==> src/rtl/accel_wb_pkg.sv <==
// Shared types for the accelerator Wishbone master.
//   WB_AW / WB_DW : Wishbone address / data widths (32).
//   state_e       : bus-side FSM states.
//   cmd_t         : queued command {we, addr, wdata}, 65 bits.
package accel_wb_pkg;

  localparam int WB_AW = 32;
  localparam int WB_DW = 32;

  typedef enum logic [1:0] {
    ST_IDLE = 2'd0,
    ST_REQ  = 2'd1,
    ST_RESP = 2'd2
  } state_e;

  typedef struct packed {
    logic             we;
    logic [WB_AW-1:0] addr;
    logic [WB_DW-1:0] wdata;
  } cmd_t;

  localparam int CMD_W = $bits(cmd_t);

endpackage

==> src/rtl/accel_cmd_fifo.sv <==
// Synchronous command FIFO.
//   clk, reset       : clock, async active-high reset (empties the queue)
//   push_i/push_data_i, full_o  : write side
//   pop_i/pop_data_o, empty_o   : read side, pop_data_o shows the head
// A push while full is taken only when a pop happens in the same cycle,
// in which case the count stays unchanged.
module accel_cmd_fifo #(
  parameter int FIFO_DEPTH = 4,
  parameter int WIDTH      = 65
) (
  input  logic             clk,
  input  logic             reset,
  input  logic             push_i,
  input  logic [WIDTH-1:0] push_data_i,
  input  logic             pop_i,
  output logic [WIDTH-1:0] pop_data_o,
  output logic             full_o,
  output logic             empty_o
);

  localparam int AW = $clog2(FIFO_DEPTH);
  localparam int CW = AW + 1;

  logic [WIDTH-1:0] mem_q [FIFO_DEPTH];
  logic [AW-1:0]    wr_ptr_q, rd_ptr_q;
  logic [CW-1:0]    count_q;
  logic             do_push, do_pop;

  assign empty_o    = (count_q == '0);
  assign full_o     = (count_q == CW'(FIFO_DEPTH));
  assign do_pop     = pop_i && !empty_o;
  assign do_push    = push_i && (!full_o || do_pop);
  assign pop_data_o = mem_q[rd_ptr_q];

  // Depth is a power of two, so the pointers wrap on their own.
  always_ff @(posedge clk or posedge reset) begin
    if (reset) begin
      wr_ptr_q <= '0;
      rd_ptr_q <= '0;
      count_q  <= '0;
    end else begin
      if (do_push) wr_ptr_q <= wr_ptr_q + 1'b1;
      if (do_pop)  rd_ptr_q <= rd_ptr_q + 1'b1;
      case ({do_push, do_pop})
        2'b10:   count_q <= count_q + 1'b1;
        2'b01:   count_q <= count_q - 1'b1;
        default: count_q <= count_q;
      endcase
    end
  end

  always_ff @(posedge clk) begin
    if (do_push) mem_q[wr_ptr_q] <= push_data_i;
  end

endmodule

==> src/rtl/accel_wb_master.sv <==
// Command-queue driven Wishbone classic master for the accelerator.
//   cmd_*        : command input (valid/ready), queued in accel_cmd_fifo
//   rsp_*        : one response per command, in command order
//   wishbone_*   : single classic bus cycles, stb == cyc
//   busy         : queue non-empty or a command still in flight
// Optional macro ACCEL_WB_MASTER_TIMEOUT_EN adds a bus-cycle timeout of
// TIMEOUT_CYCLES clocks that terminates the cycle with an error.
//
// state   | meaning
// --------+-----------------------------------------------------------
// IDLE    | no command in flight; pops the FIFO head when available
// REQ     | cyc/stb asserted, waiting for ack/err (or timeout)
// RESP    | rsp_valid held until rsp_ready
module accel_wb_master
  import accel_wb_pkg::*;
#(
  parameter int FIFO_DEPTH     = 4,
  parameter int TIMEOUT_CYCLES = 255
) (
  input  logic             clk,
  input  logic             reset,
  input  logic             cmd_valid,
  output logic             cmd_ready,
  input  logic             cmd_we,
  input  logic [WB_AW-1:0] cmd_addr,
  input  logic [WB_DW-1:0] cmd_wdata,
  output logic             rsp_valid,
  input  logic             rsp_ready,
  output logic [WB_DW-1:0] rsp_rdata,
  output logic             rsp_err,
  output logic             wishbone_cyc_o,
  output logic             wishbone_stb_o,
  output logic             wishbone_we_o,
  output logic [WB_AW-1:0] wishbone_addr_o,
  output logic [WB_DW-1:0] wishbone_data_o,
  input  logic [WB_DW-1:0] wishbone_data_i,
  input  logic             wishbone_ack_i,
  input  logic             wishbone_err_i,
  output logic             busy
);

  localparam logic [15:0] TO_LIM = 16'(TIMEOUT_CYCLES);

  state_e           state_q, state_d;
  logic             cyc_q, cyc_d;
  logic             we_q, we_d;
  logic [WB_AW-1:0] addr_q, addr_d;
  logic [WB_DW-1:0] data_q, data_d;
  logic [WB_DW-1:0] rdata_q, rdata_d;
  logic             err_q, err_d;

  logic             fifo_full, fifo_empty, fifo_pop;
  logic [CMD_W-1:0] fifo_rdata;
  cmd_t             head;
  logic             timeout_hit;

  accel_cmd_fifo #(
    .FIFO_DEPTH (FIFO_DEPTH),
    .WIDTH      (CMD_W)
  ) u_fifo (
    .clk         (clk),
    .reset       (reset),
    .push_i      (cmd_valid && cmd_ready),
    .push_data_i ({cmd_we, cmd_addr, cmd_wdata}),
    .pop_i       (fifo_pop),
    .pop_data_o  (fifo_rdata),
    .full_o      (fifo_full),
    .empty_o     (fifo_empty)
  );

  assign head = cmd_t'(fifo_rdata);

`ifdef ACCEL_WB_MASTER_TIMEOUT_EN
  logic [15:0] to_cnt_q, to_cnt_d;

  // Zero outside REQ, so every bus cycle starts counting from 0.
  assign to_cnt_d    = (state_q == ST_REQ) ? to_cnt_q + 16'd1 : 16'd0;
  assign timeout_hit = (state_q == ST_REQ) && (to_cnt_d == TO_LIM);

  always_ff @(posedge clk or posedge reset) begin
    if (reset) to_cnt_q <= '0;
    else       to_cnt_q <= to_cnt_d;
  end
`else
  logic [15:0] unused_to_lim;
  assign unused_to_lim = TO_LIM;
  assign timeout_hit   = 1'b0;
`endif

  always_comb begin
    state_d  = state_q;
    cyc_d    = cyc_q;
    we_d     = we_q;
    addr_d   = addr_q;
    data_d   = data_q;
    rdata_d  = rdata_q;
    err_d    = err_q;
    fifo_pop = 1'b0;
    case (state_q)
      ST_IDLE: begin
        if (!fifo_empty) begin
          fifo_pop = 1'b1;
          cyc_d    = 1'b1;
          we_d     = head.we;
          addr_d   = head.addr;
          data_d   = head.wdata;
          state_d  = ST_REQ;
        end
      end
      ST_REQ: begin
        // err beats ack; a real termination beats a timeout in the same cycle
        if (wishbone_err_i || (!wishbone_ack_i && timeout_hit)) begin
          cyc_d   = 1'b0;
          rdata_d = '0;
          err_d   = 1'b1;
          state_d = ST_RESP;
        end else if (wishbone_ack_i) begin
          cyc_d   = 1'b0;
          rdata_d = we_q ? '0 : wishbone_data_i;
          err_d   = 1'b0;
          state_d = ST_RESP;
        end
      end
      ST_RESP: begin
        if (rsp_ready) state_d = ST_IDLE;
      end
      default: state_d = ST_IDLE;
    endcase
  end

  always_ff @(posedge clk or posedge reset) begin
    if (reset) begin
      state_q <= ST_IDLE;
      cyc_q   <= 1'b0;
      we_q    <= 1'b0;
      addr_q  <= '0;
      data_q  <= '0;
      rdata_q <= '0;
      err_q   <= 1'b0;
    end else begin
      state_q <= state_d;
      cyc_q   <= cyc_d;
      we_q    <= we_d;
      addr_q  <= addr_d;
      data_q  <= data_d;
      rdata_q <= rdata_d;
      err_q   <= err_d;
    end
  end

  assign cmd_ready       = !fifo_full;
  assign rsp_valid       = (state_q == ST_RESP);
  assign rsp_rdata       = rdata_q;
  assign rsp_err         = err_q;
  assign wishbone_cyc_o  = cyc_q;
  assign wishbone_stb_o  = cyc_q;
  assign wishbone_we_o   = we_q;
  assign wishbone_addr_o = addr_q;
  assign wishbone_data_o = data_q;
  assign busy            = !fifo_empty || (state_q != ST_IDLE);

endmodule

==> config.mk <==
export PLATFORM = sky130hd
export DESIGN_NAME = accel_wb_master
export DESIGN_NICKNAME = d
export VERILOG_FILES = /design/src/rtl/accel_wb_pkg.sv /design/src/rtl/accel_cmd_fifo.sv /design/src/rtl/accel_wb_master.sv
export SDC_FILE = /design/constraint.sdc
export NUM_CORES = 1
export LEC_CHECK = 0
export ABC_AREA = 1
export CAP_MARGIN = 10
export CORE_AREA = 2 2 212 214
export CTS_CLUSTER_DIAMETER = 120
export CTS_CLUSTER_SIZE = 28
export DETAILED_ROUTE_END_ITERATION = 6
export DIE_AREA = 0 0 214 216
export GPL_TIMING_DRIVEN = 0
export PLACE_DENSITY_LB_ADDON = 0.05
export SYNTH_ARGS = -nofsm -noshare
export SYNTH_HDL_FRONTEND = slang
export SYNTH_SLANG_ARGS = --single-unit
==> constraint.sdc <==
create_clock -name clk -period 10.4 [get_ports clk]
set_input_delay 2.6 -clock clk [delete_from_list [all_inputs] [get_ports clk]]
set_output_delay 2.6 -clock clk [all_outputs]
set_load 0.01 [all_outputs]
# Word level (Yosys, flattened, before mapping)
# Memory sizes are Yosys's and may differ from the RTL's. A register that Yosys moved wholly into a read port is not among the register bits.
# Index checks and enable logic that the tools add are counted.
# W data, S select, Z words.
dict set report word_totals {
  out_inout_bits 103
  regBits 43
  inputBits 103
  mem_bits_rw 260
  memories 1
}
# memory depth word_bits rd rd_clocked_by_memory_dff write_ports line
set memory_table {}
lappend memory_table {u_fifo.mem_q 4 65 1 1 1 accel_cmd_fifo.sv:24} ;# logic [WIDTH-1:0] mem_q [FIFO_DEPTH];
dict set report op_classes {
  mux 18
  n_eq_ne 8
  bitwise_logic 1
  n_reduce_logical 17
  add_sub_neg 4
}
# op count
set op_table {}
lappend op_table {{$mux W32} 3}
lappend op_table {{$mux W1} 8}
lappend op_table {{$mux W2} 4}
lappend op_table {{$reduce_bool A2 Y1} 4}
lappend op_table {{$pmux W2 S3} 1}
lappend op_table {{$pmux W3 S2} 1}
lappend op_table {{$reduce_and A3 Y1} 2}
lappend op_table {{$add A2 B1 Y2 const B} 2}
lappend op_table {{$eq A2 B1 Y1 const B} 2}
lappend op_table {{$eq A2 B2 Y1 const B} 2}
lappend op_table {{$reduce_and A2 Y1} 2}
lappend op_table {{$add A3 B1 Y3 const B} 1}
lappend op_table {{$eq A3 B3 Y1 const B} 1}
lappend op_table {{$logic_and A1 B1 Y1} 3}
lappend op_table {{$logic_not A3 Y1} 1}
lappend op_table {{$ne A3 B3 Y1 const B} 1}
lappend op_table {{$sub A3 B1 Y3 const B} 1}
lappend op_table {{$logic_not A1 Y1} 2}
lappend op_table {{$logic_not A2 Y1} 1}
lappend op_table {{$logic_or A1 B1 Y1} 2}
lappend op_table {{$ne A2 B1 Y1 const B} 1}
lappend op_table {{$ne A2 B2 Y1 const B} 1}
lappend op_table {{$pmux W1 S2} 1}
lappend op_table {{$not A1 Y1} 1}

# Depth between registers and ports, before layout
# Gate-level depths: netlist (run 1).
dict set report logic_depth {
  depth_word 8
  depth_mapped 12
}

# By module
# A second synthesis (run 1) with hierarchy kept.
dict set report unflattened {
  cells_unflattened 1278
  area_unflattened_um2 14669.1
}
# module cells_each seq_area_each_um2 n_inst area_per_inst_um2
set by_module_without_submodules {}
lappend by_module_without_submodules {accel_cmd_fifo 758 7982.7 1 10392.5}
lappend by_module_without_submodules {accel_wb_master 520 2527.4 1 4276.6}

# Worst setup path after synthesis (run 1)
# Ideal clock, no wire load.
dict set report synth_path {
  path_type {input to register}
  start {input cmd_valid}
  end {memory u_fifo.mem_q[0][0] (enable)}
  stages 2
  setup_slack_ns 4.428
  setup_ns 0.489
  t_arrival_ns 5.484
  t_required_ns 9.911
  path_buffers 0
  cell_sequence {nand2_1 > nor2_1}
}
dict set report synth_between {
  elab_chain_cells 4
}
# item line
set synth_lines {}
lappend synth_lines {{start: declaration} accel_wb_master.sv:22} ;# input logic cmd_valid,
lappend synth_lines {{$logic_and A1 B1 Y1} accel_wb_master.sv:63} ;# .push_i (cmd_valid && cmd_ready),
lappend synth_lines {{$logic_and A1 B1 Y1} accel_cmd_fifo.sv:32} ;# assign do_push = push_i && (!full_o || do_pop);
lappend synth_lines {{$mux W1} accel_cmd_fifo.sv:53} ;# if (do_push) mem_q[wr_ptr_q] <= push_data_i;
lappend synth_lines {{$mux W1 (not written as such)} accel_cmd_fifo.sv:53}
lappend synth_lines {{end: declaration} accel_cmd_fifo.sv:24}
# Every way passes these cells.

# Final worst setup path (run 1)
dict set report layout_path {
  start {register we_q, in the netlist wishbone_we_o}
  end {output wishbone_we_o}
}
# item line
set layout_lines {}
lappend layout_lines {{start: declaration} accel_wb_master.sv:46} ;# logic we_q, we_d;
lappend layout_lines {{start signal: assignment} accel_wb_master.sv:143} ;# we_q <= we_d;
lappend layout_lines {{end: declaration} accel_wb_master.sv:33} ;# output logic wishbone_we_o,
# No word-level cell between the ends.

==> impl_metrics.toml, run 1 <==
[synth]
avgSynthCellArea_um2 = 10.12
ys_types = 22
syn_area_um2 = 15220
synth_edf_count = 260
async_reset_ff_share_pct = 29.35
yosysMostFrequentCell = "nand2_1"
synthTopCellsByCount = "nand2_1 (599), inv_1 (274), edfxtp_1 (260)"
synth_nets = 1613
ys_warn_count = 0
ys_seq_area_share_pct = 69.04
synth.top_cell.area_share_pct = 51.29
ys_ff_latch = 368
synth_top_cell_by_area = "edfxtp_1"
synthFlopType = "edfxtp_1"
syn_inst = 1504
synth_area_leaders = "edfxtp_1 (51%), dfrtp_1 (18%), nand2_1 (15%)"

[placed_design]
io_buffer_count = 205
place_congestion = 0.7241
dp.cells = 2313
post-place-ws_ns = 5.526
dpl.hpwl_mm = 25.44

[worst_setup_path]
r2r_cells = 10
worstSetupPathType = "flop to primary output"
endpoint_kind = "primary output"
slowest_stage = "clkdlybuf4s50_1"
cp.required_ns = 7.80
path_delay_family = "buffers and inverters"
regToRegEndpoint = "u_fifo.count_q[2]$_DFFE_PP0P_"
crit_fanout = 3
rrSetupSlack_ns = 8.02
cp_slowest_stage_delay_ns = 0.63
reg2reg_from = "state_q[0]$_DFFE_PP0P_"
path_buf_inv = 1
cp.depth = 1
path_cells = "clkdlybuf4s50_1"
arrival_ns = 1.77
cp-start-kind = "flop"

[grt]
grt-ovfl-total = 0
grt_usage_pct = 16.49
grt_first_pass_wirelength_mm = 58.53
grt_start_max_net_pins = 74
grt_pass1_vias = 9890
antenna_found_initial = 4

[clock_tree]
clockRootBuffer = "clkbuf_16"
post_cts_buffers = 0
cts_tree = "yes"
clk_path_buf_depth = 3
cts_hold_buf = 0
clk_pin_slew_ns = 0.11
cts-resized-gates = 0
htree_levels = 1
cts.sinks = 368
cts-buffers-inserted = 17
clk_latency_ns = 0.53

[drt]
drtAntennaViolNets = 0
dr.pass1.iters = 5
routed_wl_mm = 38.23
via_per_inst = 4.313
num_vias = 10110
wire_per_inst_um = 16.31
drt_iter0_markers = 548
route.detailed.drc = 0

[floorplanning]
row_count = 77
coreArea_um2 = 43840
start_util_pct = 34.73
die_area_um2 = 46220
io_pins = 206
die_w_um = 214
fp.dieH_um = 216

[sta]
fin_ws_ns = 6.030
period_needed_ns = 4.370
fmax_mhz = 228.9
fin_setup_tns_ns = 0
fin_skew_ns = 0.02931
setup_viol = 0
slew_viol_final = 0
fin_crit_sh_pct = 42.02
rsz0062_at_grt = "false"
hold_violations = 0
tightest_slew_ns = 0.9277
slew_headroom_pct = 38.01

[flow_run]
drv_cap = 0

[pwr]
netSwitchingPower_mw = 1.935
power_frac_comb_pct = 42.7
vdd_drop_max_uv = 138.9
p_clk_share_pct = 15.6
p_total_mw = 5.071
intPower_mw = 3.136
pwr_density_cell_nw_per_um2 = 269.2
p_leak_nw = 8.522
seq_power_share_pct = 41.8
switching_share_pct = 38.15

[worst_hold_path]
min_from = "wishbone_data_o[9]$_DFFE_PP0P_"
worstHoldEndpoint = "wishbone_data_o[9]$_DFFE_PP0P_"
min_path_cells = 2
hp-class = "flop to flop"

[finish]
finalNetCount = 1849
syn2layout_area_growth_pct = 23.71
fill_cells = 4204
final_cells = 2344
drive_gt1_share_pct = 6.057

[run_status]
status = "completed"
-- sequential cells by signal, summed over array words and instances, names as in the netlist --
| register | cells |
|---|---|
| u_fifo.mem_q | 260 |
| rsp_rdata | 32 |
| wishbone_addr_o | 32 |
| wishbone_data_o | 32 |
| u_fifo.count_q | 3 |
| state_q | 2 |
| u_fifo.rd_ptr_q | 2 |
| u_fifo.wr_ptr_q | 2 |
| rsp_err | 1 |
| wishbone_cyc_o | 1 |
| wishbone_we_o | 1 |
-- cell type report --
type | instances | area, um2 | share of cell area [%]
Timing Repair Buffer | 217 | 2322 | 12.33
Sequential cell | 368 | 10510 | 55.81
Antenna cell | 2 | 5.005 | 0.02657
Multi-Input combinational cell | 789 | 3306 | 17.55
Buffer | 69 | 394.1 | 2.093
Clock inverter | 1 | 30.03 | 0.1594
Clock buffer | 28 | 476.7 | 2.531
Tap cell | 592 | 740.7 | 3.933
Inverter | 278 | 1049 | 5.567
-- worst max path at each step --
stage                                          endpoint                       from
after detailed placement  u_fifo.mem_q[1][54]$_DFFE_PP_                  cmd_valid
after CTS                                 wishbone_we_o  wishbone_we_o$_DFFE_PP0P_
after global placement    u_fifo.mem_q[0][55]$_DFFE_PP_                  cmd_valid
final                                     wishbone_we_o  wishbone_we_o$_DFFE_PP0P_
after global routing                      wishbone_we_o  wishbone_we_o$_DFFE_PP0P_
after floorplan            u_fifo.mem_q[0][0]$_DFFE_PP_                  cmd_valid
-- metal layers --
layer | up-vias | track usage, % | share of wire (%)
met3 | 35 | 2.241 | 3.8
li1 | 5112 | - | -
met5 | - | 0 | 0.071
met4 | 4 | 3.217 | 1.6
met1 | 4778 | 22.16 | 47
met2 | 181 | 28.63 | 48
-- kinds of logic (layout without fill, tap and decap cells) --
family          Yosys count  after routing  synth area share [%]
compound gates           37             37                 1.274
xor+xnor                  5              5                0.2877
fa+ha+maj                 6              6                0.5425
buf+inv                 347            593                 9.444
flops                   368            368                 69.04
other cells               0              2                     0
simple gates            741            741                 19.41
-- power groups by stage --
stage | combinational [mW] | clock, mW | sequential [mW]
5_1_grt | 2.44 | 0.866 | 2.16
4_1_cts | 2.23 | 0.827 | 2.12
3_3_place_gp | 2.15 | 0 | 2.20
6_report | 2.17 | 0.789 | 2.12
3_5_place_dp | 2.22 | 0 | 2.15
2_1_floorplan | 1.15 | 0 | 2.23
-- metrics by stage --
step / util, % / hold slack [ns] / area [um2]
3_5_place_dp: 41.80 / 0.4641 / 18320
3_3_place_gp: 41.10 / 0.4594 / 18020
6_report: 42.96 / 0.4877 / 18830
2_1_floorplan: - / 0.4755 / 15220
4_1_cts: 42.95 / 0.4951 / 18830
5_1_grt: 42.96 / 0.5126 / 18830
-- cells in the final DEF, fill, tap and decap left out --
cell	instances
nand2_1	599
inv_1	273
edfxtp_1	260
clkdlybuf4s50_1	205
nand3_1	133
dfrtp_1	108
buf_2	48
o21ai_1	33
clkbuf_16	17
clkbuf_1	16
buf_4	8
buf_12	8
buf_6	6
ha_1	5
inv_2	4
nor2_4	4
buf_16	4
xor2_1	3
diode_2	2
nor2_2	2
nor2_1	2
xnor2_1	2
o31ai_1	2
nand2_2	1
o21ai_0	1
o21ai_2	1
inv_6	1
buf_1	1
fa_1	1
clkinv_16	1
clkbuf_8	1
Power figures use the tool's default switching activity.
==> inputs of run 2 (changes only) <==
==> constraint.sdc (replaced) <==
create_clock -name clk -period 3.75 [get_ports clk]
set_input_delay 0.9375 -clock clk [delete_from_list [all_inputs] [get_ports clk]]
set_output_delay 0.9375 -clock clk [all_outputs]
set_load 0.01 [all_outputs]
==> run 2 against run 1 <==
  * Sequential power increased to 2.8 times the previous value
  * Cell area grew 0.31%
  * Via count is 0.61% higher
  * Highest routed layer unchanged
  * Register-to-register slack worse by 6.8 ns
  * First-iteration DRC count is 9.3% higher
  * Global-route usage rose by 0.33 points
==> impl_metrics.toml, run 2 (synthesis gave the netlist of run 1 again) <==
[run_status]
status = "completed"

[finish]
regMostFlops = "u_fifo.mem_q"
finalNetCount = 1852
regArea_um2 = 10510
largest_reg_flops = 260
layout_commonest_cell = "nand2_1"
syn2layout_area_growth_pct = 24.10
multiInputGateArea_um2 = 3306
fill_cells = 4192
final_cell_mix = "nand2_1 (599), inv_1 (273), edfxtp_1 (260)"
final_area_um2 = 18890
drive_gt1_share_pct = 6.271
final_cells = 2348

[pwr]
power_frac_comb_pct = 43.1
pwr_density_cell_nw_per_um2 = 747.8
netSwitchingPower_mw = 5.424
switching_share_pct = 38.39
p_clk_share_pct = 15.5
p_leak_nw = 8.546
intPower_mw = 8.704
vdd_drop_max_uv = 283.1
seq_power_share_pct = 41.5

[floorplanning]
row_count = 77
coreArea_um2 = 43840
die_w_um = 214
start_util_pct = 34.73
fp.dieH_um = 216
die_area_um2 = 46220
io_pins = 206

[clock_tree]
clk_path_buf_depth = 3
cts-buffers-inserted = 17
cts_tree = "yes"
post_cts_buffers = 0
clk_latency_ns = 0.54
cts_hold_buf = 0
cts.sinks = 368
cts-resized-gates = 0
htree_levels = 1
clk_pin_slew_ns = 0.10
clockRootBuffer = "clkbuf_16"

[sta]
slew_headroom_pct = 57.18
period_needed_ns = 2.784
rsz0062_at_grt = "false"
fin_crit_sh_pct = 74.24
fmax_mhz = 359.2
hold_violations = 0
tightest_slew_ns = 0.6407
slew_viol_final = 0
fin_skew_ns = 0.02231
setup_viol = 0

[worst_setup_path]
cp_slowest_stage_delay_ns = 0.60
path_buf_inv = 4
crit_fanout = 23
cp_common_cell = "buf_12"
slowest_stage = "nor2_4"
path_delay_family = "buffers and inverters"
worstSetupPathType = "input port to flop"
cp.required_ns = 3.97
cp-start-kind = "input port"
path_cells = "clkdlybuf4s50_1, nand2_1, nor2_4, buf_16, buf_12, buf_12"
endpoint_kind = "flop"
arrival_ns = 3.00

[grt]
grt_first_pass_wirelength_mm = 59.81
grt_start_max_net_pins = 40
grt-ovfl-total = 0
antenna_found_initial = 3
grt_usage_pct = 16.82
grt_pass1_vias = 9985

[placed_design]
dp.cells = 2316
dpl.hpwl_mm = 25.91
io_buffer_count = 205
placed_area_um2 = 18380
place_congestion = 0.7184

[drt]
dr.pass1.iters = 5
drt_iter0_markers = 599
routed_wl_mm = 38.82
via_per_inst = 4.332
drtAntennaViolNets = 0
num_vias = 10170
wire_per_inst_um = 16.53
route.detailed.drc = 0

[flow_run]
drv_cap = 0

[worst_hold_path]
hp-class = "flop to flop"
==> run 2: cell types whose count changed in the layout (fill, tap and decap cells not counted) <==
cell and change:
clkinvlp_4 +1, clkbuf_8 -1, buf_12 +3, clkinv_2 +1
==> run 2: area by class of cell <==
class                      instances  share of cell area, %
timing repair buffer             220                  12.61
tap                              592                  3.921
antenna                            2                0.02649
sequential                       368                  55.63
buffer                            69                  2.086
multi-input combinational        789                  17.50
inverter                         278                  5.543
clock inverter                     3                 0.2318
clock buffer                      27                  2.450
==> run 2: final timing paths <==
| kind | from | to | slack (ns) | cells past startpoint |
|---|---|---|---|---|
| min reg2reg | wishbone_data_o[26]$_DFFE_PP0P_ | wishbone_data_o[26]$_DFFE_PP0P_ | 0.49 | 2 |
| min | wishbone_data_o[26]$_DFFE_PP0P_ | wishbone_data_o[26]$_DFFE_PP0P_ | 0.49 | 2 |
| max in group asynchronous | reset | wishbone_addr_o[13]$_DFFE_PP0P_ | 2.21 | 4 |
| max reg2reg | u_fifo.count_q[0]$_DFFE_PP0P_ | u_fifo.mem_q[0][56]$_DFFE_PP_ | 1.25 | 7 |
| min in group asynchronous | reset | wishbone_data_o[20]$_DFFE_PP0P_ | 0.77 | 2 |
| max | cmd_valid | u_fifo.mem_q[0][56]$_DFFE_PP_ | 0.97 | 6 |
==> run 2: per-stage QoR <==
stage	total power [mW]	TNS [ns]	utilization, %	hold slack [ns]	setup WS (ns)
after floorplan	9.376	-145.50	-	0.4755	-0.5596
after global placement	12.06	-1037.99	41.11	0.4607	-4.025
after detailed placement	12.20	0	41.93	0.4643	0.3727
after CTS	14.42	0	43.09	0.4956	0.9428
after global routing	15.22	0	43.09	0.5112	0.8590
final	14.13	0	43.10	0.4872	0.9660
==> run 2: metal layers <==
layer  vias up  GRT usage (%)  share of wire, %
li1       5119              -                 -
met1      4806          23.17                46
met2       204          28.08                47
met3        41          2.819               4.9
met4         2          3.333               1.6
met5         -              0             0.033
==> run 2: worst reg2reg max path, delay by kind of cell, from the launching register on <==
family | cells | cell delay, ns
buf+inv | 3 | 0.66
simple gates | 4 | 1.09
flops | 1 | 0.42
==> run 2: power groups by stage <==
stage / Sequential (mW) / Clock [mW] / Combinational [mW]
floorplan: 6.17 / 0 / 3.20
global placement: 6.08 / 0 / 5.98
detailed placement: 5.96 / 0 / 6.24
CTS: 5.87 / 2.29 / 6.26
global route: 5.97 / 2.41 / 6.83
finish: 5.86 / 2.18 / 6.08
